**src/rtl/dp_pkg.sv**
```systemverilog
// dp_pkg: shared definitions for the datapath control sequencer.
//   - opcode / funct field constants for the supported instruction subset
//   - ALUControl encodings
//   - sequencer state enum
//   - ctrl_t: the registered mux-select / ALU bundle produced by dp_decode
package dp_pkg;

  // Opcode field inst[31:26]
  localparam logic [5:0] OP_RTYPE = 6'b000000;
  localparam logic [5:0] OP_ADDI  = 6'b001000;
  localparam logic [5:0] OP_LW    = 6'b100011;
  localparam logic [5:0] OP_SW    = 6'b101011;

  // Funct field inst[5:0], meaningful only for R-type
  localparam logic [5:0] FN_ADD = 6'b100000;
  localparam logic [5:0] FN_SUB = 6'b100010;
  localparam logic [5:0] FN_AND = 6'b100100;
  localparam logic [5:0] FN_OR  = 6'b100101;
  localparam logic [5:0] FN_SLT = 6'b101010;

  typedef enum logic [2:0] {
    ALU_AND = 3'b000,
    ALU_OR  = 3'b001,
    ALU_ADD = 3'b010,
    ALU_SUB = 3'b110,
    ALU_SLT = 3'b111
  } alu_op_e;

  typedef enum logic [2:0] {
    S_IDLE,
    S_DECODE,
    S_EXEC,
    S_MEM,
    S_WB
  } state_e;

  // Per-instruction control, captured at accept and held until retire/abort.
  typedef struct packed {
    logic    reg_dst;     // 1 = write rd
    logic    alu_src;     // 1 = sign-extended immediate on ALU B
    logic    mem_to_reg;  // 1 = writeback from memory data
    logic    is_load;
    logic    is_store;
    alu_op_e alu_op;
  } ctrl_t;

  localparam ctrl_t CTRL_NONE = '{
    reg_dst:    1'b0,
    alu_src:    1'b0,
    mem_to_reg: 1'b0,
    is_load:    1'b0,
    is_store:   1'b0,
    alu_op:     ALU_AND
  };

endpackage

```
**src/rtl/dp_if.sv**
```systemverilog
// dp_if: instruction handshake, memory-ready and datapath control bundle
// between an instruction source / datapath (master) and dp_sequencer (slave).
//   inst_valid/inst/inst_ready : one-at-a-time instruction handshake
//   mem_ready                  : data memory finished current access
//   RegDst..ALUControl, Inst   : datapath controls and latched inst[25:0]
//   done/illegal               : one-cycle retire / abort pulses
//   retired                    : retired-instruction count (CNT_W bits)
interface dp_if #(
  parameter int CNT_W = 32
);
  logic             inst_valid;
  logic [31:0]      inst;
  logic             inst_ready;
  logic             mem_ready;
  logic             RegDst;
  logic             RegWrite;
  logic             ALUSrc;
  logic             MemWrite;
  logic             MemRead;
  logic             MemToReg;
  logic [2:0]       ALUControl;
  logic [25:0]      Inst;
  logic             done;
  logic             illegal;
  logic [CNT_W-1:0] retired;

  modport master (
    output inst_valid, inst, mem_ready,
    input  inst_ready, RegDst, RegWrite, ALUSrc, MemWrite, MemRead,
           MemToReg, ALUControl, Inst, done, illegal, retired
  );

  modport slave (
    input  inst_valid, inst, mem_ready,
    output inst_ready, RegDst, RegWrite, ALUSrc, MemWrite, MemRead,
           MemToReg, ALUControl, Inst, done, illegal, retired
  );
endinterface

```
**src/rtl/dp_decode.sv**
```systemverilog
// dp_decode: purely combinational instruction classifier.
//   op    in  6   inst[31:26]
//   funct in  6   inst[5:0]
//   ctrl  out     control bundle (CTRL_NONE for unsupported encodings)
//   legal out 1   encoding is in the supported subset
module dp_decode
  import dp_pkg::*;
(
  input  logic [5:0] op,
  input  logic [5:0] funct,
  output ctrl_t      ctrl,
  output logic       legal
);

  // NOTE: every output of a combinational block gets a default before the
  // case so that no path leaves it unassigned; otherwise a latch is inferred.
  always_comb begin
    ctrl  = CTRL_NONE;
    legal = 1'b0;
    case (op)
      OP_RTYPE: begin
        ctrl.reg_dst = 1'b1;
        legal        = 1'b1;
        case (funct)
          FN_ADD:  ctrl.alu_op = ALU_ADD;
          FN_SUB:  ctrl.alu_op = ALU_SUB;
          FN_AND:  ctrl.alu_op = ALU_AND;
          FN_OR:   ctrl.alu_op = ALU_OR;
          FN_SLT:  ctrl.alu_op = ALU_SLT;
          default: begin
            // Unknown funct: return a clean all-zero bundle, not a half-built one.
            ctrl  = CTRL_NONE;
            legal = 1'b0;
          end
        endcase
      end
      OP_ADDI: begin
        ctrl.alu_src = 1'b1;
        ctrl.alu_op  = ALU_ADD;
        legal        = 1'b1;
      end
      OP_LW: begin
        ctrl.alu_src    = 1'b1;
        ctrl.mem_to_reg = 1'b1;
        ctrl.is_load    = 1'b1;
        ctrl.alu_op     = ALU_ADD;
        legal           = 1'b1;
      end
      OP_SW: begin
        ctrl.alu_src  = 1'b1;
        ctrl.is_store = 1'b1;
        ctrl.alu_op   = ALU_ADD;
        legal         = 1'b1;
      end
      default: ;
    endcase
  end

endmodule

```
**src/rtl/dp_sequencer.sv**
```systemverilog
// dp_sequencer: multi-cycle control sequencer for the regfile/ALU/SRAM
// datapath. Accepts one instruction at a time and walks it through
// DECODE -> EXEC -> [MEM] -> [WB], driving the datapath controls.
//   clk    in  clock, all state updates on the rising edge
//   reset  in  synchronous active-high reset
//   bus    dp_if.slave: handshake, mem_ready, controls, done/illegal, retired
// Parameters:
//   CNT_W       width of the retired-instruction counter (wraps)
//   MEM_TIMEOUT MEM-phase cycles without mem_ready before abort (0 = never)
module dp_sequencer
  import dp_pkg::*;
#(
  parameter int CNT_W       = 32,
  parameter int MEM_TIMEOUT = 15
) (
  input logic clk,
  input logic reset,
  dp_if.slave bus
);

  localparam int WAIT_W = (MEM_TIMEOUT > 1) ? $clog2(MEM_TIMEOUT) : 1;
  localparam logic [WAIT_W-1:0] WAIT_LAST =
    WAIT_W'((MEM_TIMEOUT > 0) ? MEM_TIMEOUT - 1 : 0);

  state_e           state_q, state_d;
  ctrl_t            ctrl_q;
  ctrl_t            dec_ctrl;
  logic             dec_legal;
  logic             legal_q;
  logic [25:0]      inst_q;
  logic [WAIT_W-1:0] wait_q;
  logic [CNT_W-1:0] retired_q;

  logic accept;
  logic reg_write;
  logic mem_read;
  logic mem_write;
  logic done;
  logic illegal;

  // Decode straight off the offered word so the mux selects are already
  // valid in the DECODE cycle that follows the accept.
  dp_decode u_decode (
    .op    (bus.inst[31:26]),
    .funct (bus.inst[5:0]),
    .ctrl  (dec_ctrl),
    .legal (dec_legal)
  );

  // NOTE: sequential state uses non-blocking assignments so every register
  // samples pre-edge values, independent of statement order.
  always_ff @(posedge clk) begin
    if (reset) state_q <= S_IDLE;
    else       state_q <= state_d;
  end

  always_comb begin
    state_d   = state_q;
    accept    = 1'b0;
    reg_write = 1'b0;
    mem_read  = 1'b0;
    mem_write = 1'b0;
    done      = 1'b0;
    illegal   = 1'b0;
    case (state_q)
      S_IDLE: begin
        // inst_ready is high exactly in IDLE, so valid alone completes it.
        if (bus.inst_valid) begin
          accept  = 1'b1;
          state_d = S_DECODE;
        end
      end
      S_DECODE: begin
        if (!legal_q) begin
          illegal = 1'b1;
          state_d = S_IDLE;
        end else begin
          state_d = S_EXEC;
        end
      end
      S_EXEC: begin
        state_d = (ctrl_q.is_load || ctrl_q.is_store) ? S_MEM : S_WB;
      end
      S_MEM: begin
        mem_read  = ctrl_q.is_load;
        mem_write = ctrl_q.is_store;
        if (bus.mem_ready) begin
          if (ctrl_q.is_store) begin
            done    = 1'b1;
            state_d = S_IDLE;
          end else begin
            state_d = S_WB;
          end
        end else if ((MEM_TIMEOUT > 0) && (wait_q == WAIT_LAST)) begin
          // Last permitted wait cycle: abort; strobes fall with the IDLE entry.
          illegal = 1'b1;
          state_d = S_IDLE;
        end
      end
      S_WB: begin
        reg_write = 1'b1;
        done      = 1'b1;
        state_d   = S_IDLE;
      end
      default: state_d = S_IDLE;
    endcase
  end

  always_ff @(posedge clk) begin
    if (reset) begin
      ctrl_q    <= CTRL_NONE;
      legal_q   <= 1'b0;
      inst_q    <= '0;
      wait_q    <= '0;
      retired_q <= '0;
    end else begin
      if (accept) begin
        inst_q  <= bus.inst[25:0];
        ctrl_q  <= dec_ctrl;
        legal_q <= dec_legal;
      end else if (state_d == S_IDLE) begin
        // Selects read as zero whenever the sequencer is idle.
        ctrl_q  <= CTRL_NONE;
        legal_q <= 1'b0;
      end

      // Counts MEM cycles already spent waiting; restarts on every MEM entry.
      if (state_q == S_MEM) wait_q <= wait_q + WAIT_W'(1);
      else                  wait_q <= '0;

      if (done) retired_q <= retired_q + CNT_W'(1);
    end
  end

  assign bus.inst_ready = (state_q == S_IDLE);
  assign bus.RegDst     = ctrl_q.reg_dst;
  assign bus.ALUSrc     = ctrl_q.alu_src;
  assign bus.MemToReg   = ctrl_q.mem_to_reg;
  assign bus.ALUControl = ctrl_q.alu_op;
  assign bus.RegWrite   = reg_write;
  assign bus.MemRead    = mem_read;
  assign bus.MemWrite   = mem_write;
  assign bus.Inst       = inst_q;
  assign bus.done       = done;
  assign bus.illegal    = illegal;
  assign bus.retired    = retired_q;

endmodule

```
**src/flat_wrapper.sv**
```systemverilog
// flat-port wrapper written by rule: the top's interface ports become plain ports
module dp_sequencer_flat import dp_pkg::*;
#(
  parameter int CNT_W       = 32,
  parameter int MEM_TIMEOUT = 15
)
  (clk, reset, bus_inst_valid, bus_inst, bus_mem_ready, bus_inst_ready, bus_RegDst, bus_RegWrite, bus_ALUSrc, bus_MemWrite, bus_MemRead, bus_MemToReg, bus_ALUControl, bus_Inst, bus_done, bus_illegal, bus_retired);
  dp_if #(.CNT_W(CNT_W)) bus_i ();
  input logic clk;
  input logic reset;
  input wire logic [$bits(bus_i.inst_valid)-1:0] bus_inst_valid;
  input wire logic [$bits(bus_i.inst)-1:0] bus_inst;
  input wire logic [$bits(bus_i.mem_ready)-1:0] bus_mem_ready;
  output wire logic [$bits(bus_i.inst_ready)-1:0] bus_inst_ready;
  output wire logic [$bits(bus_i.RegDst)-1:0] bus_RegDst;
  output wire logic [$bits(bus_i.RegWrite)-1:0] bus_RegWrite;
  output wire logic [$bits(bus_i.ALUSrc)-1:0] bus_ALUSrc;
  output wire logic [$bits(bus_i.MemWrite)-1:0] bus_MemWrite;
  output wire logic [$bits(bus_i.MemRead)-1:0] bus_MemRead;
  output wire logic [$bits(bus_i.MemToReg)-1:0] bus_MemToReg;
  output wire logic [$bits(bus_i.ALUControl)-1:0] bus_ALUControl;
  output wire logic [$bits(bus_i.Inst)-1:0] bus_Inst;
  output wire logic [$bits(bus_i.done)-1:0] bus_done;
  output wire logic [$bits(bus_i.illegal)-1:0] bus_illegal;
  output wire logic [$bits(bus_i.retired)-1:0] bus_retired;
  assign bus_i.inst_valid = bus_inst_valid;
  assign bus_i.inst = bus_inst;
  assign bus_i.mem_ready = bus_mem_ready;
  assign bus_inst_ready = bus_i.inst_ready;
  assign bus_RegDst = bus_i.RegDst;
  assign bus_RegWrite = bus_i.RegWrite;
  assign bus_ALUSrc = bus_i.ALUSrc;
  assign bus_MemWrite = bus_i.MemWrite;
  assign bus_MemRead = bus_i.MemRead;
  assign bus_MemToReg = bus_i.MemToReg;
  assign bus_ALUControl = bus_i.ALUControl;
  assign bus_Inst = bus_i.Inst;
  assign bus_done = bus_i.done;
  assign bus_illegal = bus_i.illegal;
  assign bus_retired = bus_i.retired;
  dp_sequencer #(.CNT_W(CNT_W), .MEM_TIMEOUT(MEM_TIMEOUT)) u_core (.clk(clk), .reset(reset), .bus(bus_i));
endmodule
```
**config.mk**
```make
export PLATFORM = sky130hd
export DESIGN_NAME = dp_sequencer_flat
export DESIGN_NICKNAME = d
export VERILOG_FILES = /design/src/rtl/dp_pkg.sv /design/src/rtl/dp_if.sv /design/src/rtl/dp_decode.sv /design/src/rtl/dp_sequencer.sv /design/src/flat_wrapper.sv
export SDC_FILE = /design/constraint.sdc
export NUM_CORES = 1
export LEC_CHECK = 0
export BUFFER_PORTS_ARGS = -buffer_cell sky130_fd_sc_hd__buf_2
export CAP_MARGIN = 40
export CORE_ASPECT_RATIO = 0.75
export CORE_UTILIZATION = 40
export CTS_CLUSTER_DIAMETER = 40
export DETAILED_ROUTE_END_ITERATION = 8
export GPL_TIMING_DRIVEN = 0
export PLACE_DENSITY = 0.68
export REMOVE_ABC_BUFFERS = 1
export SETUP_SLACK_MARGIN = 0.2
export SLEW_MARGIN = 5
export SYNTH_ARGS = -nofsm -noshare
export SYNTH_HDL_FRONTEND = slang
export SYNTH_SLANG_ARGS = --single-unit
```
**constraint.sdc**
```tcl
create_clock -name clk -period 2.1 [get_ports clk]
set_input_delay 0.315 -clock clk [delete_from_list [all_inputs] [get_ports clk]]
set_output_delay 0.315 -clock clk [all_outputs]
set_load 0.01 [all_outputs]
```
==> Word level (Yosys, flattened, before mapping) <==
Index checks and enable logic that the tools add are counted.
{ "classes": {"add_sub_neg": 2, "mul": 0, "n_div": 0, "order_cmp": 0, "eq_ne": 13, "shifts": 0, "mux": 32, "bitwise": 1, "reduce_logical": 8} }
{ "op_table": {"columns": ["operator", "count"], "rows": [
  ["6-bit equality test, second input constant", 7],
  ["32-bit by 1-bit adder with 32-bit output, second input constant", 1],
  ["3-bit case mux with 4 select lines", 2],
  ["8-bit two-way mux", 2],
  ["3-bit two-way mux", 5],
  ["1-bit two-way mux", 14],
  ["1-bit case mux with 2 select lines", 5],
  ["3-bit by 2-bit equality test with 1-bit output, second input constant", 2],
  ["6-bit by 4-bit equality test with 1-bit output, second input constant", 1],
  ["3-bit zero test", 2],
  ["6-bit zero test", 1],
  ["3-bit case mux with 2 select lines", 1],
  ["5-bit two-way mux", 1],
  ["5-bit OR reduction", 1],
  ["4-bit by 1-bit adder with 4-bit output, second input constant", 1],
  ["4-bit equality test, second input constant", 1],
  ["2-bit case mux with 2 select lines", 1],
  ["3-bit by 1-bit equality test with 1-bit output, second input constant", 1],
  ["3-bit equality test, second input constant", 1],
  ["3-bit OR reduction", 1],
  ["2-bit two-way mux", 1],
  ["2-bit nonzero test", 1],
  ["2-bit OR reduction", 1],
  ["1-bit logical OR", 1],
  ["1-bit inverter", 1]
]} }
{ "word_totals": {"reg_bits": 74, "latch_bits": 0, "mem_bits_rw": 0, "rom_bits": 0, "inputBits": 36, "out_inout_bits": 70, "wordCells": 67, "memories": 0} }

==> Logic depth before layout (Yosys ltp) <==
{ "logic_depth": {"ltp_word": 7, "depth_mapped": 8, "depth_no_buf": 7} }

==> Modules after synthesis <==
From an unflattened synthesis, not the netlist that was laid out.
{ "hier_totals": {"cells_unflattened": 378, "hier_area_um2": 3224.3} }
{ "by_module_without_submodules": {"columns": ["mod", "instances", "cells_per_inst", "area_each_um2", "seq_area_each_um2"], "rows": [
  ["dp_sequencer", 1, 354, 3075.4, 1481.4],
  ["dp_decode", 1, 24, 148.9, 0.0]
]} }

==> Worst setup path before layout <==
OpenSTA, ideal clock, no wires.
{ "synth_path": {"path_type": "flip-flop to flip-flop", "start": "register u_core.retired_q[15], in the netlist u_core.bus.retired[15]", "end": "register u_core.retired_q[31], in the netlist u_core.bus.retired[31]", "setup_time_ns": 0.070, "arrival_time_ns": 1.927, "t_required_ns": 2.030, "setup_slack_ns": 0.103, "stages_incl_launch_ff": 7, "period_less_slack_ns": 1.997, "path_cell_list": "dfxtp_1 and4_4 nand4_4 or4_1 buf_2 or3_1 a21oi_1"} }
{ "synth_via": {"elab_chain_len": 1} }
{ "synth_lines": {"columns": ["item", "line", "rtl"], "rows": [
  ["start, declared", "dp_sequencer.sv:32", "logic [CNT_W-1:0] retired_q;"],
  ["start signal, assigned", "dp_sequencer.sv:131", "if (done) retired_q <= retired_q + CNT_W'(1);"],
  ["32-bit by 1-bit adder with 32-bit output", "dp_sequencer.sv:131", null]
]} }
Every way passes these cells.
A chain may end at the register's enable or synchronous reset.

==> Worst setup path after layout <==
{ "layout_path": {"start": "register u_core.state_q[2]", "end": "register u_core.retired_q[26], in the netlist u_core.bus.retired[26]"} }
{ "layout_via": {"elab_chain_len": 2} }
{ "layout_lines": {"columns": ["item", "line", "rtl"], "rows": [
  ["start, declared", "dp_sequencer.sv:25", "state_e state_q, state_d;"],
  ["start signal, assigned", "dp_sequencer.sv:54", "else state_q <= state_d;"],
  ["3-bit equality test or 3-bit by 2-bit equality test with 1-bit output (tied branches)", "dp_sequencer.sv:65", "case (state_q)"],
  ["1-bit case mux with 2 select lines *", "dp_sequencer.sv:65", null]
]} }
Mark *: on every way between the ends. The rest lies on a longest branch, timed or not.

==> run metrics <==
status=finished, final reports clean; CP Data Arrival Time=2.20 ns; critical path startpoint category=register; die area=8320 sq um; FF-to-FF setup slack=0.17 ns; Worst Tran Pin Value=0.748 ns; Final Hold Viols=0; minimum clock period=1.93 ns; via count of the routed design=3148; xor and xnor area share after synthesis=5.51%; final worst-path cycle share=91.7%; Gate Count Post-Synth=383; most frequent cell after synthesis=dfxtp_1; worst reg-to-reg path cell count=6; first-pass iteration count of the detailed router=4; Reg-to-Reg End=u_core.bus.retired[26]; Peak VDD IR=0.326 mV; Worst setup EP type=register; simple-gate share of the synthesized area=30.4%; relative slew slack=49.9%; CP Data Required Time=2.37 ns; antenna violations before repair=0; number of global-route vias before repair=2766; I/O pins=106; hold path cells=3; H-tree depth=3; maximum capacitance violations=0; Worst Hold Class=input port to register; sequential-to-total area share from yosys stat=45.9%; Yosys warning count=0; Post-Synth Adder-Cell Area=1.18%; largest net degree at the start of global routing=47; TritonCTS Buffers=9; Async SR Flop Fraction=0%; max-slew violations=0; CTS Hold Bufs=0; total track usage=19.4%; compound-gate portion of the synthesized area=12.5%; Reg clk slew, reported paths=0.08 ns; Max clock buf depth=2; layout cell share with drive strength beyond 1=39.1%; PortBufs=105; Chip Width=105 um; Final setup viols=0; leakage=1.85 nW; GRT overflow=0; Clock Latency Late Sink=0.34 ns; skew final=0.00892 ns; Mapped Area=3180 sq um; cell area power density=650 nW/um^2; CTS tree=yes; die height=79.2 um; fmax=0.519 GHz; EDFF count, synth=0; nets=543; Antenna Nets Post-Route=0; DRC=0; Fill cells=728; worst setup margin=0.174 ns; flops & latches, synth=73; DR vias/cell=5.16; share of the synthesized area in the top cell type=45.9%; RSZ-0062 raised after global routing=true; Hold Crit Start=bus_inst[15]; Worst Hold Endpoint=u_core.bus.Inst[15]; dominant synthesized flop cell=dfxtp_1; Iter 0 DRT Violations=158; pre-CTS setup slack=-0.368 ns; Setup TNS=0 ns; Syn Area/Cell=8.31 sq um; Distinct cells, synth=45; synth top area cells=dfxtp_1 46%, nand2_1 8.4%, a21oi_1 7.1%; leading area contributor after synthesis=dfxtp_1; global-route wire length before repair=13.1 mm; drt total wl=8.41 mm; worst r2r src=u_core.state_q[2]; Power, Total=2.83 mW; Avg WL per Cell=13.8 um; post-synthesis mux area share=0%; CP max FO=7; total clock sinks=73; HPWL reported at the end of detailed placement=5.38 mm; Crit Path Class=register to register; Antenna Cells=0; row count=27; most frequent cells after synthesis=73 x dfxtp_1, 71 x nand2_1, 45 x a21oi_1; largest family of logic cells by synthesized area=simple AND/OR/NAND/NOR gates; Clock Root Buffer=clkbuf_8; Starting Density=42.2%; CORE AREA=7530 sq um; final RePlAce weighted congestion=0.765; Area growth syn-to-layout=37.0%
## placed cells by master, fill, tap and decap left out, types with 3 or more instances in the layout
cell / netlist / layout
dfxtp_2: 0 / 12
xnor2_1: 15 / 15
or4_4: 1 / 3
o21ai_0: 15 / 15
and2_1: 4 / 3
or3_1: 13 / 12
inv_1: 4 / 4
and4_4: 1 / 3
nand4_1: 8 / 8
dfxtp_1: 73 / 51
nor3_1: 12 / 11
nand2_1: 71 / 70
dfxtp_4: 0 / 10
a21oi_1: 45 / 44
buf_2: 4 / 105
xor2_1: 5 / 5
and4_1: 5 / 3
nor2_1: 32 / 32
a32oi_1: 3 / 3
nand3_2: 0 / 3
buf_4: 4 / 23
clkbuf_8: 0 / 9
nand3_1: 13 / 10
## critical path, cell delays in order (launching register included)
cell and delay (ns):
dfxtp_4 0.36, and3b_2 0.28, a21oi_4 0.11, buf_6 0.14, or4_4 0.49, or3_4 0.35, a21oi_2 0.13
## worst max-delay path by stage
stage / start / end / slack (ns) / depth (start not counted)
after floorplan: u_core.state_q[0] / u_core.legal_q / -0.1 / 5
after global placement: u_core.state_q[0] / u_core.bus.Inst[10] / -0.58 / 3
after detailed placement: u_core.state_q[2] / u_core.bus.retired[6] / -0.37 / 6
after CTS: u_core.state_q[2] / u_core.bus.retired[31] / 0.20 / 5
after global routing: u_core.state_q[2] / u_core.legal_q / 0.09 / 5
final: u_core.state_q[2] / u_core.bus.retired[26] / 0.17 / 6
## what timing repair did
action | CTS | global route
buffers inserted | 13 | 12
pin swaps | 6 | 11
setup endpoints to repair | 39 | 21
gates resized for setup | 37 | 26
gates cloned | 1 | 0
hold endpoints to repair | 0 | 0
## cell type report
class	instances	area, sq um	share of cell area [%]
Multi-Input combinational cell	282	1720	39.5
Sequential cell	73	1510	34.7
Timing Repair Buffer	133	761	17.4
Clock buffer	10	128	2.93
Tap cell	101	126	2.90
Clock inverter	6	90.1	2.07
Inverter	5	20.0	0.459
## power breakdown
part	switching [mW]	internal, mW	total, mW
Combinational	0.125	0.0932	0.218
Sequential	0.0163	1.40	1.42
Clock	0.522	0.673	1.20
## stage by stage
| stage | std cells | hold slack [ns] | instance area (sq um) | util [%] |
|---|---|---|---|---|
| after global placement | 565 | 0.439 | 3710 | 49.2 |
| final | 610 | 0.207 | 4360 | 57.9 |
| after detailed placement | 568 | 0.443 | 3760 | 50.0 |
| after global routing | 610 | 0.200 | 4360 | 57.9 |
| after floorplan | 359 | 0.384 | 3060 | - |
| after CTS | 598 | 0.190 | 4190 | 55.7 |
## cells by family after synthesis
family,Yosys count
AND/OR/NAND/NOR,186
buffers and inverters,29
XOR/XNOR,20
AO/OA/AOI/OAI,72
adder cells (fa/ha/maj),3
flip-flops,73
## state kept, by name, summed over array words and instances (netlist names)
signal	flops
u_core.ctrl_q	2
u_core.bus.retired	32
u_core.state_q	3
u_core.wait_q	4
u_core.bus.Inst	26
u_core.bus.RegDst	1
u_core.bus.ALUControl	3
u_core.bus.ALUSrc	1
u_core.legal_q	1
## per-layer routing
layer  global-route usage [%]  part of all wire [%]
met2                     31.9                    46
met5                        0                     0
met4                     5.07                  0.65
met3                     4.84                   5.8
met1                     25.4                    48
Note: power is estimated with default switching activity, not from simulation.
